## config.mk

```make
export PLATFORM = sky130hd
export DESIGN_NAME = fa_requester
export DESIGN_NICKNAME = d
export VERILOG_FILES = /design/src/rtl/fa_requester.sv
export SDC_FILE = /design/constraint.sdc
export NUM_CORES = 1
export LEC_CHECK = 0
export ABC_CLOCK_PERIOD_IN_PS = 2860
export CAP_MARGIN = 40
export CORE_ASPECT_RATIO = 0.7
export CORE_MARGIN = 2
export CORE_UTILIZATION = 43
export DETAILED_ROUTE_END_ITERATION = 16
export PLACE_DENSITY_LB_ADDON = 0.05
export SLEW_MARGIN = 20
export SYNTH_ARGS = -nofsm -noshare
export SYNTH_HDL_FRONTEND = slang
export SYNTH_SLANG_ARGS = --single-unit
```

## constraint.sdc

```tcl
create_clock -name clk -period 2.86 [get_ports clk]
set_input_delay 0.858 -clock clk [delete_from_list [all_inputs] [get_ports clk]]
set_output_delay 0.858 -clock clk [all_outputs]
set_load 0.02 [all_outputs]
```

## src/rtl/fa_requester.sv

```systemverilog
// Operand initiator and result checker for the combinational full-adder datapath.
// Registers one operand set onto the adder bus, waits a settle time, then captures and checks the result.
module fa_requester #(
  parameter int WIDTH         = 8,
  parameter int SETTLE_CYCLES = 1,
  parameter int ERR_CNT_W     = 16
) (
  input  logic                 clk,
  input  logic                 reset,
  input  logic                 req_valid,
  output logic                 req_ready,
  input  logic [WIDTH-1:0]     req_a,
  input  logic [WIDTH-1:0]     req_b,
  input  logic                 req_cin,
  output logic [WIDTH-1:0]     A,
  output logic [WIDTH-1:0]     B,
  output logic                 C_in,
  input  logic [WIDTH-1:0]     Sum,
  input  logic                 C_out,
  output logic                 rsp_valid,
  input  logic                 rsp_ready,
  output logic [WIDTH-1:0]     rsp_sum,
  output logic                 rsp_cout,
  output logic                 rsp_err,
  output logic [ERR_CNT_W-1:0] err_count
);

  // Wide enough for the largest legal settle time (15).
  localparam int CNT_W = 4;

  typedef enum logic [1:0] {
    ST_IDLE,
    ST_WAIT,
    ST_RESP
  } state_t;

  state_t           state;
  state_t           next_state;
  logic [CNT_W-1:0] settle_cnt;
  logic             req_fire;
  logic             rsp_fire;
  logic             sample;
  logic [WIDTH:0]   ref_sum;
  logic             mismatch;

  assign req_fire = (state == ST_IDLE) && req_valid && req_ready;
  assign sample   = (state == ST_WAIT) && (settle_cnt == '0);
  assign rsp_fire = (state == ST_RESP) && rsp_ready;

  // Reference is taken from the registered operands, i.e. exactly what the adder sees.
  assign ref_sum  = {1'b0, A} + {1'b0, B} + {{WIDTH{1'b0}}, C_in};
  assign mismatch = ({C_out, Sum} != ref_sum);

  // NOTE: every output of this block gets a default first so no path can infer a latch.
  always_comb begin
    next_state = state;
    case (state)
      ST_IDLE: if (req_fire) next_state = ST_WAIT;
      ST_WAIT: if (sample)   next_state = ST_RESP;
      ST_RESP: if (rsp_fire) next_state = ST_IDLE;
      default:               next_state = ST_IDLE;
    endcase
  end

  // NOTE: sequential state uses non-blocking assignments so all flops update from pre-edge values.
  always_ff @(posedge clk or posedge reset) begin
    if (reset) begin
      state     <= ST_IDLE;
      req_ready <= 1'b0;
    end else begin
      state     <= next_state;
      // Registered so ready stays low while reset is held and rises one edge after release.
      req_ready <= (next_state == ST_IDLE);
    end
  end

  always_ff @(posedge clk or posedge reset) begin
    if (reset) begin
      A          <= '0;
      B          <= '0;
      C_in       <= 1'b0;
      settle_cnt <= '0;
    end else if (req_fire) begin
      A          <= req_a;
      B          <= req_b;
      C_in       <= req_cin;
      settle_cnt <= CNT_W'(SETTLE_CYCLES - 1);
    end else if ((state == ST_WAIT) && (settle_cnt != '0)) begin
      settle_cnt <= settle_cnt - CNT_W'(1);
    end
  end

  always_ff @(posedge clk or posedge reset) begin
    if (reset) begin
      rsp_valid <= 1'b0;
      rsp_sum   <= '0;
      rsp_cout  <= 1'b0;
      rsp_err   <= 1'b0;
    end else if (sample) begin
      rsp_valid <= 1'b1;
      rsp_sum   <= Sum;
      rsp_cout  <= C_out;
      rsp_err   <= mismatch;
    end else if (rsp_fire) begin
      // Payload is left as-is so the last result stays observable after the handshake.
      rsp_valid <= 1'b0;
    end
  end

  always_ff @(posedge clk or posedge reset) begin
    if (reset) begin
      err_count <= '0;
    end else if (sample && mismatch && (err_count != '1)) begin
      err_count <= err_count + ERR_CNT_W'(1);
    end
  end

endmodule
```

## Word level (Yosys, flattened, before mapping)

Index checks and enable logic that the tools add are counted.

| operators by class | value |
|---|---|
| add/sub/neg operators | 4 |
| equal/unequal tests | 4 |
| muxes and demuxes | 8 |
| reduce and logical (&&, ||, !) cells | 13 |

Operator list:

| kind | number |
|---|---|
| 16-bit by 1-bit adder with 16-bit output, second input constant | 1 |
| 16-bit inequality test, second input constant | 1 |
| 8-bit by 8-bit adder with 9-bit output | 1 |
| 9-bit by 1-bit adder with 9-bit output | 1 |
| 9-bit inequality test | 1 |
| 4-bit two-way mux | 2 |
| 1-bit logical AND | 7 |
| 2-bit two-way mux | 3 |
| 2-bit case mux with 3 select lines | 1 |
| 2-bit logical NOT | 2 |
| 4-bit logical NOT | 1 |
| 2-bit nonzero test | 2 |
| 4-bit nonzero test | 1 |
| 4-bit by 1-bit subtractor with 4-bit output, second input constant | 1 |
| 2-bit by 1-bit equality test with 1-bit output, second input constant | 1 |
| 2-bit equality test, second input constant | 1 |
| 1-bit two-way mux | 2 |

| storage, ports and cells | value |
|---|---|
| flip-flop bits (word level) | 51 |
| output and inout port bits | 45 |

## Longest topological paths before layout

Gate-level depths: netlist of the first run.

| logic depth | value |
|---|---|
| depth after elaboration | 6 |
| mapped depth | 13 |

## Worst setup path after synthesis of the first run

OpenSTA, ideal clock, no wires.

| timing path | value |
|---|---|
| path kind | register to register |
| start | register A[0] |
| end | register err_count[1] |
| setup time | 0.125 ns |
| arrival time | 2.969 ns |
| slack | -0.234 ns |
| cell stages (with the launch flop) | 13 |
| period minus slack after synthesis | 3.094 ns |
| cells stage by stage | dfrtp_1 > inv_1 > fa_1 > inv_1 > fa_1 > a21o_1 > a221oi_1 > xnor2_1 > o221ai_1 > or4_1 > buf_2 > nand2_1 > mux2_2 |

| between the ends | value |
|---|---|
| longest elaborated chain between the ends | 5 |

RTL lines:

| element | RTL line | source |
|---|---|---|
| start: declaration | 15 | `output logic [WIDTH-1:0] A,` |
| start signal: assignment | 84 | `A <= req_a;` |
| 8-bit by 8-bit adder with 9-bit output | 51 | `assign ref_sum = {1'b0, A} + {1'b0, B} + {{WIDTH{1'b0}}, C_in};` |
| 9-bit by 1-bit adder with 9-bit output | 51 |  |
| 9-bit inequality test | 52 | `assign mismatch = ({C_out, Sum} != ref_sum);` |
| 1-bit logical AND (2 in series) | 113 | `end else if (sample && mismatch && (err_count != '1)) begin` |
| end signal: assignment | 114 | `err_count <= err_count + ERR_CNT_W'(1);` |
| end: declaration | 25 | `output logic [ERR_CNT_W-1:0] err_count` |

No other way between the ends.
A chain may end at the register's enable or synchronous reset.

## Worst setup path after layout of the first run

Ends and elaborated chain as after synthesis.

==> metrics.md, run 1 <==
| Metric | Value |
|---|---|
| Layout Skew | between 3 and 4 ps |
| Failing checks | setup timing |
| CTS Root Cell | clkbuf_8 |
| Crit path required time | roughly 3100 ps |
| Min-delay worst type | reg2reg |
| Synthesized area | ~0.0026 sq mm |
| Detailed Place HPWL | 4240 um |
| Number of distinct library cells after synthesis | 37 |
| Initial antenna violation count | 0 |
| F_max | approximately 340 MHz |
| Post-DRT Antenna Nets | 0 |
| Final min period | between 2000 and 3000 ps |
| # diodes | 0 |
| Fill cells | 501 |
| Total CTS buffers | 5 |
| CP max FO | 5 |
| Commonest non-fill, non-tap cell in the layout | clkdlybuf4s50_1 |
| Worst vdd ir | 587 uV |
| Worst Setup Path Type | reg2reg |
| Chip Width | 96.9 um |
| First-pass GRT wire length | just under 10000 um |
| Most frequent cells in the layout | clkdlybuf4s50_1 (74), dfrtp_1 (48), nand2_1 (39) |
| Startpoint types | flop |
| Tcrit/Tclk final | 102% |
| Synthesized area per cell | 10.5 sq um |
| Count of warnings emitted by yosys | 0 |
| Final WS setup | -60.4 ps |
| Depth of the most critical reg-to-reg path | 11 |
| R2R setup slack | -60 ps |
| Post-Syn Nets | 290 |
| Max cap viols | 0 |
| Finish-stage setup viols | 9 |
| Max H-tree Level | 2 |
| Starting density of the core | about 45% |
| Cell count after synthesis | 248 |
| IO Pins | 75 |
| Setup crit start | A[0] |
| Sequential-to-total area share from yosys stat | approximately 50% |
| Total Routed Length | 5690 um |
| Core Area | just under 0.006 sq mm |
| Layout cells sized above 1 | between 10% and 20% |
| Vias per cell | approximately 5 |
| DR iter-0 viols | a little under 80 |
| Inst Count DP | approximately 400 |
| Final setup TNS | -157 ps |
| CTS clk-pin slew, worst paths | 90 ps |
| Slew Limit Fails | 0 |
| Layout area overhead | 39.3% |
| RSZ-0062 raised after global routing | yes |
| #FFs+latches synth | between 50 and 60 |
| Final Wtd Congestion | 0.848 |
| Pwr dens | roughly 1100 mW/mm^2 |
| Post-route design area | roughly 0.0036 sq mm |
| Utilization after layout | between 60% and 70% |
| Final hold vios | 0 |
| Non-filler instance count after layout | 412 |
| Vias in the first global route | approximately 2000 |
| Die area | ~0.0067 sq mm |
| Clock Path Buffers | 2 |
| Worst r2r src | A[0] |
| Largest net degree at the start of global routing | 52 |
| Post-Place Cell Area | ~0.0035 sq mm |
| WL/cell | around 14 um |
| Crit path DAT | between 3000 and 4000 ps |
| Worst Setup End Kind | flop |
| DR vias | 2076 |
| Worst-skew pair later-pin latency | 300 ps |
| Worst slew pin tran | 648 ps |
| Status | complete, but fails checks |
| Port Buffers | 74 |
| Worst Hold Margin | just under 500 ps |
| Final net count | around 380 |
| Site Rows | 23 |
| Tot GR Track Use | 17.9% |
| Reg2reg end | err_count[1] |
| DIE HEIGHT | 69.1 um |
| Clock sink total | between 50 and 60 |
| Pleak | 1.61 nW |
| Hold Buf Count CTS | 0 |
| DRC errors left | 0 |
| DRT Pass-1 Iters | 4 |
| CTS tree | built |
| Max-slew headroom | between 50% and 60% |
| Congestion Overflow GR | 0 |
| End point of the critical path | err_count[1] |
cells by family (layout without fill, tap and decap cells):
group | Yosys count | count (layout) | share of synthesized area, %
multiplexers | 19 | 19 | 8.23
XOR/XNOR | 27 | 27 | 9.10
buffers and inverters | 19 | 108 | 3.08
flip-flops | 51 | 51 | 49.1
AO/OA/AOI/OAI | 27 | 27 | 6.98
adder cells (fa/ha/maj) | 12 | 12 | 6.35
AND/OR/NAND/NOR | 93 | 93 | 17.2
worst min-delay path by stage:
| stage | depth (start not counted) | slack, ps | endpoint | startpoint |
|---|---|---|---|---|
| 5_1_grt | 2 | 510 | rsp_sum[4] | rsp_sum[4] |
| 4_1_cts | 2 | 490 | rsp_sum[4] | rsp_sum[4] |
| 3_5_place_dp | 2 | 460 | rsp_sum[4] | rsp_sum[4] |
| 6_report | 2 | 480 | rsp_sum[6] | rsp_sum[6] |
| 2_1_floorplan | 1 | 470 | settle_cnt[0] | settle_cnt[0] |
| 3_3_place_gp | 2 | 460 | rsp_sum[2] | rsp_sum[2] |
power by group:
group          switching [mW]  internal [mW]
Clock                   0.237          0.171
Sequential              0.215          0.999
Combinational            1.22           1.23
state kept, by name, indices dropped and copies added (netlist names), 2 cells and up:
| signal | count |
|---|---|
| A | 8 |
| B | 8 |
| err_count | 16 |
| rsp_sum | 8 |
| settle_cnt | 4 |
| state | 2 |
timing repair:
action | 4_1_cts | 5_1_grt
setup endpoints to repair | 16 | 17
hold endpoints to repair | 0 | 0
pin swaps | 0 | 2
gates resized for setup | 2 | 1
setup buffers | 0 | 0
per-layer routing:
metal / share of wire [%] / global-route usage, % / up-vias
met2: 42 / 26.0 / 56
met4: 1.1 / 4.69 / 0
li1: - / - / 1030
met3: 5.7 / 5.17 / 7
met1: 51 / 26.3 / 983
met5: 0 / 0 / -
metrics by stage:
step	worst slack (ps)	power, mW
2_1_floorplan	-36.7	2.78
3_3_place_gp	-196	3.65
3_5_place_dp	-225	3.67
4_1_cts	-57.8	4.12
5_1_grt	-181	4.40
6_report	-60.4	4.07
critical path, cell delays in order, from the launching register on:
cell and delay (ps):
dfrtp_2 420, inv_2 80, fa_2 220, inv_2 50, fa_2 350, a21o_1 200, a221oi_2 270, xnor2_1 160
o221ai_1 130, or4_4 540, nand2_2 100, mux2_4 290
cells in the mapped netlist:
cell type | n | area share, %
xnor2_1 | 25 | 8.4
nor3_1 | 1 | 0.19
a221oi_1 | 1 | 0.34
nor3b_1 | 1 | 0.29
buf_1 | 1 | 0.14
buf_2 | 1 | 0.19
mux2i_1 | 3 | 1.2
mux2_2 | 15 | 6.5
nor2_1 | 11 | 1.6
a31oi_1 | 2 | 0.48
a311oi_1 | 1 | 0.34
dfrtp_1 | 51 | 49
nand3_2 | 1 | 0.39
fa_1 | 2 | 1.5
nand3_1 | 11 | 2.1
a31oi_2 | 1 | 0.48
nand2_1 | 40 | 5.8
a21oi_1 | 4 | 0.77
and3_1 | 13 | 3.1
a21o_1 | 4 | 1.2
o2111ai_1 | 2 | 0.67
inv_1 | 11 | 1.6
nand3b_1 | 1 | 0.29
buf_6 | 1 | 0.43
nor4_1 | 2 | 0.48
or4_1 | 1 | 0.29
a21bo_2 | 1 | 0.39
ha_1 | 10 | 4.8
xor2_1 | 2 | 0.67
a211oi_1 | 1 | 0.29
clkbuf_1 | 5 | 0.72
nor2b_1 | 2 | 0.48
mux2_4 | 1 | 0.58
nand4_1 | 7 | 1.7
nand2b_1 | 2 | 0.48
o221ai_1 | 1 | 0.34
o21ai_0 | 9 | 1.7
area by class of cell:
cell class / instances / area (sq um) / share of cell area (%)
Inverter: 11 / 41.3 / 1.14
Timing Repair Buffer: 89 / 857 / 23.7
Multi-Input combinational cell: 178 / 1260 / 34.9
Clock inverter: 2 / 12.5 / 0.345
Clock buffer: 6 / 72.6 / 2.00
Tap cell: 75 / 93.8 / 2.59
Sequential cell: 51 / 1280 / 35.3
Power figures use the tool's default switching activity.
==> run 2: changes to the inputs <==
Settings changed: ABC_CLOCK_PERIOD_IN_PS 2860 to 3400.
Clock period 2.86 ns to 3.4 ns, I/O delays scaled along.
==> run 2 against run 1 <==
Against the previous run: the flow now finishes without violations; worst setup slack better by 350 ps; routed wire length grew 2.4%; global-route usage up 0.36 points; final area decreased by 2.1%; fmax down 6.2%; register-to-register slack improved by 350 ps; via count down 1.3%; sequential share of layout area is 0.64 points higher; largest power group unchanged.
==> metrics.md, run 2 (synthesis gave the netlist of run 1 again) <==
| Metric | Value |
|---|---|
| F_max | 321 MHz (was 342 MHz) |
| Crit path DAT | 3350 ps (was 3120 ps) |
| Pleak | 1.57 nW (was 1.61 nW) |
| Clock power frac | 10.6% (was 10.0%) |
| Slew Limit Fails | 0 (unchanged) |
| Worst slew pin tran | 573 ps (was 648 ps) |
| Clock sink total | 51 (unchanged) |
| Post-DRT Antenna Nets | 0 (unchanged) |
| Critical Path Slowest Stage Cell | or4_1 (was or4_4) |
| Combinational share of power | 59.2% (was 60.2%) |
| Max cap viols | 0 (unchanged) |
| DR iter-0 viols | 126 (was 78) |
| Slowest Stage Delay on Critical Path | 570 ps (was 540 ps) |
| Crit path cell chain | inv_1, fa_1, inv_1, fa_1, a21o_1, a221oi_2, xnor2_1, o221ai_1, or4_1, buf_4, nand3_1, mux2i_1 (was inv_2, fa_2, inv_2, fa_2, a21o_1, a221oi_2, xnor2_1, o221ai_1, or4_4, nand2_2, mux2_4) |
| DIE HEIGHT | 69.1 um (unchanged) |
| # diodes | 0 (unchanged) |
| Starting density of the core | 44.9% (unchanged) |
| Max reg flops | 16 (unchanged) |
| Total Routed Length | 5830 um (was 5690 um) |
| Final hold vios | 0 (unchanged) |
| CTS clk-pin slew, worst paths | 90 ps (about the same) |
| DRT Pass-1 Iters | 4 (unchanged) |
| Worst-skew pair later-pin latency | 310 ps (was 300 ps) |
| Port Buffers | 74 (unchanged) |
| Sequential Power Share | 30.2% (was 29.8%) |
| Layout cells sized above 1 | 10.4% (was 16.0%) |
| Final net count | 369 (was 378) |
| Min-delay worst type | reg2reg (unchanged) |
| Site Rows | 23 (unchanged) |
| Total CTS buffers | 5 (unchanged) |
| DR vias | 2048 (was 2076) |
| Worst Setup Path Type | reg2reg (unchanged) |
| Tot GR Track Use | 18.3% (was 17.9%) |
| Detailed Place HPWL | 4440 um (was 4240 um) |
| Hold Buf Count CTS | 0 (unchanged) |
| Final min period | 3120 ps (was 2920 ps) |
| Largest Register | err_count (unchanged) |
| Core Area | 0.00578 sq mm (unchanged) |
| Initial antenna violation count | 0 (unchanged) |
| P_sw | 1.41 mW (was 1.67 mW) |
| Layout area overhead | 36.4% (was 39.3%) |
| Final setup TNS | 0 ps (was -157 ps) |
| Post CTS Setup Buffer Count | 0 (unchanged) |
| DRC errors left | 0 (unchanged) |
| Sw Ratio | 41.7% (was 41.0%) |
| Crit path required time | 3630 ps (was 3060 ps) |
| Pwr dens | 950 mW/mm^2 (was 1120 mW/mm^2) |
| Finish-stage setup viols | 0 (was 9) |
| CP max FO | 14 (was 5) |
| Setup slack at placement | 198 ps (was -225 ps) |
| Final Wtd Congestion | 0.820 (was 0.848) |
| Hold depth | 2 (unchanged) |
| CTS tree | built (unchanged) |
| Final WS setup | 285 ps (was -60.4 ps) |
| RSZ-0062 raised after global routing | no (was yes) |
| Vias per cell | 5.09 (was 5.04) |
| Die area | 0.00669 sq mm (unchanged) |
| CTS Root Cell | clkbuf_8 (unchanged) |
| Layout Skew | 7.23 ps (was 3.84 ps) |
| Max-slew headroom | 61.6% (was 56.8%) |
| Commonest non-fill, non-tap cell in the layout | clkdlybuf4s50_1 (unchanged) |
| Status | finished, final reports clean (was complete, but fails checks) |
| Largest net degree at the start of global routing | 32 (was 52) |
| Internal cell power | 1.96 mW (was 2.40 mW) |
| Chip Width | 96.9 um (unchanged) |
| Clock Path Buffers | 2 (unchanged) |
| Startpoint types | flop (unchanged) |
| Congestion Overflow GR | 0 (unchanged) |
| Vias in the first global route | 2035 (was 2008) |
| Max H-tree Level | 2 (unchanged) |
| First-pass GRT wire length | 9850 um (was 9740 um) |
| Tcrit/Tclk final | 91.6% (was 102%) |
| WL/cell | 14.5 um (was 13.8 um) |
| Worst vdd ir | 451 uV (was 587 uV) |
| Most frequent cells in the layout | clkdlybuf4s50_1 (74), dfrtp_1 (51), nand2_1 (40) (was clkdlybuf4s50_1 (74), dfrtp_1 (48), nand2_1 (39)) |
| Worst Setup End Kind | flop (unchanged) |
| Depth of the most critical reg-to-reg path | 12 (was 11) |
| IO Pins | 75 (unchanged) |
[run 2: cell types whose count changed in the layout (fill, tap and decap cells not counted), moves of 2 or more]
cell	delta
inv_1	+4
fa_1	+2
dfrtp_2	-3
fa_2	-2
buf_4	-9
inv_2	-4
dfrtp_1	+3
[run 2: metal layers]
layer,up-vias,GRT usage [%],wire (um)
li1,1010,-,-
met1,951,28.3,3090
met2,78,24.3,2260
met3,9,5.38,400
met4,0,5.48,78
met5,-,0,0
[run 2: area by class of cell]
class / count / area (sq um)
Clock inverter: 1 / 5.00
Fill cell: 515 / 2240
Timing Repair Buffer: 80 / 798
Clock buffer: 6 / 82.6
Sequential cell: 51 / 1280
Inverter: 11 / 41.3
Multi-Input combinational cell: 178 / 1250
Tap cell: 75 / 93.8
[run 2: worst paths after layout]
| path | from | endpoint | slack [ps] |
|---|---|---|---|
| min in group asynchronous | reset | settle_cnt[1] | 950 |
| hold / removal | rsp_sum[2] | rsp_sum[2] | 480 |
| setup / recovery | A[0] | err_count[12] | 280 |
| setup reg to reg | A[0] | err_count[12] | 280 |
| max in group asynchronous | reset | A[2] | 1810 |
| hold reg to reg | rsp_sum[2] | rsp_sum[2] | 480 |
[run 2: power by group through the flow]
stage	combinational, mW	clock, mW	sequential (mW)
after floorplan	1.07	0	1.23
after global placement	1.95	0	1.03
after detailed placement	1.97	0	1.03
after CTS	1.98	0.366	1.02
after global routing	2.21	0.389	1.06
final	1.99	0.358	1.02
[run 2: through the flow]
step	hold slack (ps)	area (sq um)	power, mW	std cells	utilization, %
2_1_floorplan	472	2600	2.30	248	-
3_3_place_gp	457	3430	2.98	394	59.4
3_5_place_dp	462	3450	3.00	395	59.7
4_1_cts	483	3540	3.37	402	61.2
5_1_grt	514	3550	3.66	402	61.3
6_report	480	3550	3.37	402	61.3
[run 2: repair_timing]
action,CTS,global route
endpoints found under the setup margin,0,1
endpoints found under the hold margin,0,0
gates resized for setup,0,1
[run 2: worst max-delay path, delay by kind of cell (launching register included)]
family	cells	cell delay, ps
adders and majority gates	2	620
and+or+nand+nor	2	680
xor gates and xnor gates	1	170
DFF	1	390
buffers and inverters	3	390
muxes	1	200
AOI/OAI and AO/OA	3	600
==> run 3: changes to the inputs <==
Settings changed: DONT_BUFFER_PORTS from default to 1.
==> run 3 against run 2 <==
Against the previous run: sequential share of layout area grew 9.1 points; clock power grew 12%; sequential power grew 24%; critical path depth shrank 1; cell count shrank 18%; worst hold slack gained 26 ps; count of clock-buffer cells in the layout is the same; first-iteration DRC count shrank 42%; non-clock buffer count shrank 72; flip-flop and latch count is the same; critical endpoint is now rsp_err; global-route usage shrank 0.98 points.
==> metrics.md, run 3 (synthesis gave the netlist of run 1 again) <==
| Metric | Value |
|---|---|
| Status | finished, final reports clean (unchanged) |
| R2R setup slack | 260 ps (was 280 ps) |
| Post CTS Setup Buffer Count | 0 (unchanged) |
| CP max FO | 15 (was 14) |
| Tcrit/Tclk final | 92.4% (was 91.6%) |
| Max H-tree Level | 2 (unchanged) |
| DR iter-0 viols | 73 (was 126) |
| WL/cell | 16.4 um (was 14.5 um) |
| Worst Setup Path Type | reg2reg (unchanged) |
| Vias in the first global route | 1832 (was 2035) |
| Chip Width | 96.9 um (unchanged) |
| Clock sink total | 51 (unchanged) |
| Worst vdd ir | 465 uV (was 451 uV) |
| Layout area overhead | 8.85% (was 36.4%) |
| First-pass GRT wire length | 9430 um (was 9850 um) |
| Detailed Place HPWL | 4180 um (was 4440 um) |
| DRT Pass-1 Iters | 4 (unchanged) |
| Tot GR Track Use | 17.3% (was 18.3%) |
| Final min period | 3140 ps (was 3120 ps) |
| Port Buffers | 0 (was 74) |
| Die area | 0.00669 sq mm (unchanged) |
| RSZ-0062 raised after global routing | no (unchanged) |
| DR vias | 1770 (was 2048) |
| FF/Latch Area | 0.00128 sq mm (unchanged) |
| Min-delay worst type | reg2reg (unchanged) |
| Utilization after layout | 48.9% (was 61.3%) |
| Worst Hold Path EP | settle_cnt[0] (was rsp_sum[2]) |
| Finish-stage setup viols | 0 (unchanged) |
| Total CTS buffers | 5 (unchanged) |
| Initial antenna violation count | 0 (unchanged) |
| F_max | 318 MHz (was 321 MHz) |
| Crit path required time | 3590 ps (was 3630 ps) |
| Pwr dens | 1070 mW/mm^2 (was 950 mW/mm^2) |
| Commonest non-fill, non-tap cell in the layout | dfrtp_1 (was clkdlybuf4s50_1) |
| Hold depth | 1 (was 2) |
| Area of the multi-input gates | 0.00124 sq mm (was 0.00125 sq mm) |
| Clock Path Buffers | 2 (unchanged) |
| IO Pins | 75 (unchanged) |
| Pleak | 1.30 nW (was 1.57 nW) |
| Slew Limit Fails | 0 (unchanged) |
| Worst r2r src | A[0] (unchanged) |
| CTS tree | built (unchanged) |
| Fill cells | 537 (was 515) |
| CTS clk-pin slew, worst paths | 90 ps (about the same) |
| Max cap viols | 0 (unchanged) |
| Hold Buf Count CTS | 0 (unchanged) |
| Most frequent cells in the layout | dfrtp_1 (51), nand2_1 (40), xnor2_1 (25) (was clkdlybuf4s50_1 (74), dfrtp_1 (51), nand2_1 (40)) |
| Congestion Overflow GR | 0 (unchanged) |
| Worst-skew pair later-pin latency | 290 ps (was 310 ps) |
| Max reg flops | 16 (unchanged) |
| Final hold vios | 0 (unchanged) |
| Final net count | 297 (was 369) |
| Vias per cell | 5.36 (was 5.09) |
| Startpoint types | flop (unchanged) |
| CTS Root Cell | clkbuf_8 (unchanged) |
| Crit path DAT | 3330 ps (was 3350 ps) |
| Core Area | 0.00578 sq mm (unchanged) |
| Reg2reg end | rsp_err (was err_count[12]) |
| Max-slew headroom | 46.6% (was 61.6%) |
| Depth of the most critical reg-to-reg path | 11 (was 12) |
| # diodes | 0 (unchanged) |
| Largest net degree at the start of global routing | 31 (was 32) |
| Post-DRT Antenna Nets | 0 (unchanged) |
| Site Rows | 23 (unchanged) |
| Largest Register | err_count (unchanged) |
| Layout cells sized above 1 | 13.3% (was 10.4%) |
| DIE HEIGHT | 69.1 um (unchanged) |
| Worst Setup End Kind | flop (unchanged) |
| Total Routed Length | 5430 um (was 5830 um) |
| Layout Skew | 6.70 ps (was 7.23 ps) |
| DRC errors left | 0 (unchanged) |
| Final Wtd Congestion | 0.850 (was 0.820) |
| Hold Crit Start | settle_cnt[0] (was rsp_sum[2]) |
| Post-cts sizing count | 0 (unchanged) |
| Final setup TNS | 0 ps (unchanged) |
| Worst slew pin tran | 801 ps (was 573 ps) |
| Starting density of the core | 44.9% (unchanged) |
## run 3: changes by cell type in the layout (fill, tap and decap cells not counted), sizes merged
cell / change
clkdlybuf4s50: -74
clkinv: -1
buf: +2
bufinv: +1
## run 3: worst max-delay path: stages, from the launching register on
cell and delay (ps):
dfrtp_1 400, inv_1 100, fa_1 210, inv_1 70
fa_1 410, a21o_1 230, a221oi_1 290, xnor2_1 170
o221ai_1 120, or4_1 540, buf_4 220, mux2_4 260
## run 3: through the flow
step / power (mW) / std cells / setup WS (ps) / hold slack (ps) / cell area [sq um]
floorplan: 2.30 / 248 / 306 / 472 / 2600
global placement: 2.62 / 322 / 377 / 495 / 2710
detailed placement: 2.63 / 323 / 309 / 494 / 2730
CTS: 3.05 / 330 / 259 / 507 / 2830
global route: 3.30 / 330 / 35.1 / 521 / 2830
finish: 3.02 / 330 / 257 / 506 / 2830
## run 3: layout make-up
| class | count | share of cell area [%] |
|---|---|---|
| clock buffer | 6 | 2.56 |
| clock inverter | 1 | 1.06 |
| inverter | 11 | 1.46 |
| multi-input combinational | 178 | 43.9 |
| sequential | 51 | 45.1 |
| tap | 75 | 3.32 |
| timing repair buffer | 8 | 2.56 |
## run 3: metal layers
layer  wire [um]  global-route usage [%]
met1        2860                    26.8
met5           0                       0
met4          46                    3.60
met3         413                    6.09
met2        2100                    23.0
## run 3: power breakdown
group,total [mW],switching [mW],internal (mW),leakage (nW)
Sequential,1.26,0.424,0.834,0.631
Combinational,1.36,0.721,0.641,0.621
Clock,0.402,0.186,0.216,0.0513
## run 3: how the worst max path moves through the flow
stage          start             to  slack [ps]  cells after the start
3_5_place_dp    A[0]        rsp_err         310                     11
2_1_floorplan   A[0]   err_count[1]         310                     12
6_report        A[0]        rsp_err         260                     11
5_1_grt         A[0]  err_count[12]          40                     12
3_3_place_gp    A[0]        rsp_err         380                     11
4_1_cts         A[0]        rsp_err         260                     11
==> patch 1 (config.mk and constraints of run 1) <==
The parameter `ERR_CNT_W` goes from 16 to 32.
--- a/src/rtl/fa_requester.sv
+++ b/src/rtl/fa_requester.sv
@@ -3,7 +3,7 @@
 module fa_requester #(
   parameter int WIDTH         = 8,
   parameter int SETTLE_CYCLES = 1,
-  parameter int ERR_CNT_W     = 16
+  parameter int ERR_CNT_W     = 32
 ) (
   input  logic                 clk,
   input  logic                 reset,
Interface: changed (resized err_count); port bits go from 75 to 91. No check against the original RTL was run, so the function may have changed too.
==> patch 1 against run 1 <==
The flow still finishes with violations (negative setup slack); die area rose by 28%; cell area rose by 32%; sequential cell count is 16 higher; combinational power rose by 15%; area after synthesis is 29% higher; count of clock-buffer cells in the layout grew 7; clock power rose by 100%; cell count increased by 30%; sequential power up 28%; worst hold slack improved by 0.98 ps; via count is 34% higher; total power up 27%; setup slack worse by 220 ps; routed wire length rose by 47%; largest power group unchanged.
==> patch 1: results (changes against run 1) <==
Status:
- The run finished, with violations left.
- The checks that failed: negative setup slack.

STA:
- The worst clock skew was 5.39 ps (+1.55 ps).
- The actual transition at the worst max-transition pin was 498 ps (-150 ps).
- The number of failing setup endpoints in the final timing report is 33 (+24).
- The final setup slack of the worst path is -281 ps (-221 ps).

Global routing:
- The global router's overall resource usage is 21.4% (+3.5 points).
- The largest net degree at the start of global routing was 68 (+31%).
- The via count of the first global-routing pass is 2,797 (+39%).
- The met3 global-route usage came to 5.04% (-0.13 points).
- The met1 capacity usage during global routing is 33.5% (+7.2 points).

Placement:
- The post-DP HPWL is 5780 um (+36%).
- The quantity of I/O buffers inserted on ports is 90 (+22%).
- The instance count after placement with tap cells included is 518 (+28%).

Route:
- The routed wire length came to 8380 um (+47%).
- The total number of vias came to 2,775 (+34%).
- The number of design-rule violations left by the first detailed-router iteration is 131 (+68%).

Power and ir drop:
- The combinational power came to 0.00281 W (+15%).

Synth:
- The sequential cell area fraction in the yosys report is 49.8% (+0.75 points).
- The synthesized area divided by synthesized cell count was 10.3 um2 (-2.2%).
- The count of different cell masters after synthesis was 33 (-11%).

Clock network:
- The insertion delay of the later-clocked pin in the worst-skew pair was 340 ps (+40 ps).
- The clock buffer count from CTS is 9 (+4).
- The clock-pin slew reported for the worst setup and hold paths after clock tree synthesis came to 70 ps (-20 ps).

Finish:
- The number of flip-flops in the largest register is 32 (+16).
- The count of filler cells inserted in the layout is 615 (+23%).
- The share of post-route cells with drive strength above 1 is 16.6% (+0.60 points).
- The number of nets in the layout is 477 (+26%).

Worst setup path:
- The critical path buffer and inverter count is 4 (+2).
==> patch 1: kinds of logic after synthesis <==
kind of cell    synth area share [%]
compound gates                  3.57
xor+xnor                        12.0
fa+ha+maj                       4.91
buf+inv                         2.75
flops                           49.8
mux                             5.76
simple gates                    21.2
==> patch 1: final cells by class <==
cell class              count  share of cell area [%]
clock buffers              13                    3.52
clock inverters             2                   0.730
inverters                   9                   0.704
multi-input cells         239                    34.9
flip-flops and latches     67                    35.0
well taps                  98                    2.56
repair buffers            109                    22.5
==> patch 1: final timing paths <==
path,start,to,slack [ps],cells after the start
max in group asynchronous,reset,rsp_sum[5]$_DFFE_PP0P_,1650,3
hold reg to reg,rsp_sum[2]$_DFFE_PP0P_,rsp_sum[2]$_DFFE_PP0P_,480,2
setup / recovery,B[0]$_DFFE_PP0P_,err_count[31]$_DFFE_PP0P_,-280,14
min in group asynchronous,reset,err_count[8]$_DFFE_PP0P_,910,3
setup reg to reg,B[0]$_DFFE_PP0P_,err_count[31]$_DFFE_PP0P_,-280,14
hold / removal,rsp_sum[2]$_DFFE_PP0P_,rsp_sum[2]$_DFFE_PP0P_,480,2
==> patch 1: routing by layer <==
layer  up-vias  wire length, um
li1       1343                -
met5         -                0
met4         0               69
met3         7              536
met1      1339             4280
met2        86             3490
==> patch 1: through the flow <==
step / power (W) / area (um2)
final: 0.00519 / 4800
after detailed placement: 0.00428 / 4500
after floorplan: 0.00324 / 3390
after global routing: 0.00555 / 4800
after global placement: 0.00425 / 4500
after CTS: 0.00519 / 4790
==> patch 1: timing repair <==
item                                    CTS  global route
endpoints found under the setup margin   33            33
gates resized for setup                  11             1
endpoints found under the hold margin     0             0
setup buffers                             3             1
==> patch 2 (config.mk and constraints of run 1) <==
Made on the original files. Encoding of `state_t`: now one-hot (3 bits for 3 states).
--- a/src/rtl/fa_requester.sv
+++ b/src/rtl/fa_requester.sv
@@ -28,10 +28,10 @@
   // Wide enough for the largest legal settle time (15).
   localparam int CNT_W = 4;
 
-  typedef enum logic [1:0] {
-    ST_IDLE,
-    ST_WAIT,
-    ST_RESP
+  typedef enum logic [2:0] {
+    ST_IDLE = 3'b001,
+    ST_WAIT = 3'b010,
+    ST_RESP = 3'b100
   } state_t;
 
   state_t           state;
Check against the original RTL: same outputs for any inputs over 10 cycles, from zero or initial values and one cycle with reset high; not proved beyond that.
==> patch 2 against run 1 <==
Routed wire length up 4.9%; total power grew 5.9%; cell area is 5.6% higher; sequential cell count grew 1; count of clock-buffer cells in the layout up 1; clock power is 6.4% higher; clock skew increased by 5.7 ps; via count increased by 0.53%; setup slack better by 120 ps; cell count rose by 2.2%; area after synthesis increased by 3.3%; critical path depth did not move; critical endpoint unchanged; largest power group unchanged.
==> patch 2: results (changes against run 1) <==
Global routing:
- The via count of the first global-routing pass is 2,108 (+5.0%).
- The first-pass GRT wire length is 10,000 um (+3.0%).
- The largest net degree at the start of global routing was 29 (-44%).
- The met2 routing resource usage after global routing is 26.9% (+0.91 points).

Worst setup path:
- The family with the most delay on the worst path is adder cells.
- The worst-path maximum fanout came to 8 (+3).
- The arrival time at the worst endpoint is 2990 ps (-130 ps).
- The delay of the slowest cell on the worst path was 430 ps (-110 ps).

Synth:
- The complex-gate fraction of the synthesized area is 8.48% (+1.5 points).
- The number of cells produced by synthesis is 252 (+1.6%).
- The sequential cell area fraction in the yosys report is 48.5% (-0.58 points).
- Ranked by total cell area, the synthesized netlist is headed by dfrtp_1 48%, nand2_1 6.4%, mux2_2 5.9%, xor2_1 5.2%, ha_1 4.7%.
- The post-synthesis mux area share is 6.43% (-1.8 points).
- The post-synthesis adder-cell area fraction is 6.15% (-0.20 points).

Placement:
- The instance count after placement with tap cells included came to 412 (+2.0%).
- The final RePlAce weighted congestion is 0.798 (-5.8%).
- The worst setup slack after placement is -192 ps (+33.6 ps).
- The post-DP HPWL came to 4570 um (+7.7%).

Finish:
- The final cell count without fillers was 421 (+2.2%).
- The area occupied by registers is 1310 um2 (+2.1%).
- The number of signal-net inverters in the final layout is 13 (+2).
- The clock buffer count came to 7 (+1).
- The multi-input gate count was 182 (+2.2%).
- The share of post-route cells with drive strength above 1 is 18.1% (+2.1 points).
- The multi-input gate area in the final layout is 1370 um2 (+8.3%).
- The number of nets in the layout was 384 (+1.6%).

STA:
- The aggregate negative setup slack came to 0 ps (+157 ps).
- The final setup slack of the worst path came to 64.0 ps (+124 ps).
- The worst clock skew was 9.49 ps (+5.66 ps).

Power and ir drop:
- The maximum vdd ir drop is 0.000600 V (+2.2%).
- The reported net switching power is 0.00179 W (+7.3%).
- The combinational fraction of design power was 60.9% (+0.7 points).
- The switching part of the total power is 41.5% (+0.51 points).

Route:
- The detailed-routed wire length on met3 came to 266 um (-19%).
- The routed wire length is 5970 um (+4.9%).

Status:
- The run finished with clean final reports.
patch 2: worst paths after layout:
| path | start | to | cells after the start |
|---|---|---|---|
| worst max-delay path | A[0]$_DFFE_PP0P_ | err_count[1]$_DFFE_PP0P_ | 11 |
| worst min-delay path | rsp_sum[3]$_DFFE_PP0P_ | rsp_sum[3]$_DFFE_PP0P_ | 2 |
| worst max register to register | A[0]$_DFFE_PP0P_ | err_count[1]$_DFFE_PP0P_ | 11 |
| worst min register to register | rsp_sum[3]$_DFFE_PP0P_ | rsp_sum[3]$_DFFE_PP0P_ | 2 |
| max in group asynchronous | reset | state[0]$_DFF_PP1_ | 3 |
| min in group asynchronous | reset | err_count[10]$_DFFE_PP0P_ | 2 |
patch 2: repair_timing:
item	CTS	global route
gates resized for setup	5	6
hold buffers	0	0
pin swaps	6	10
cloned	0	0
endpoints found under the setup margin	15	16
buffers inserted	0	1
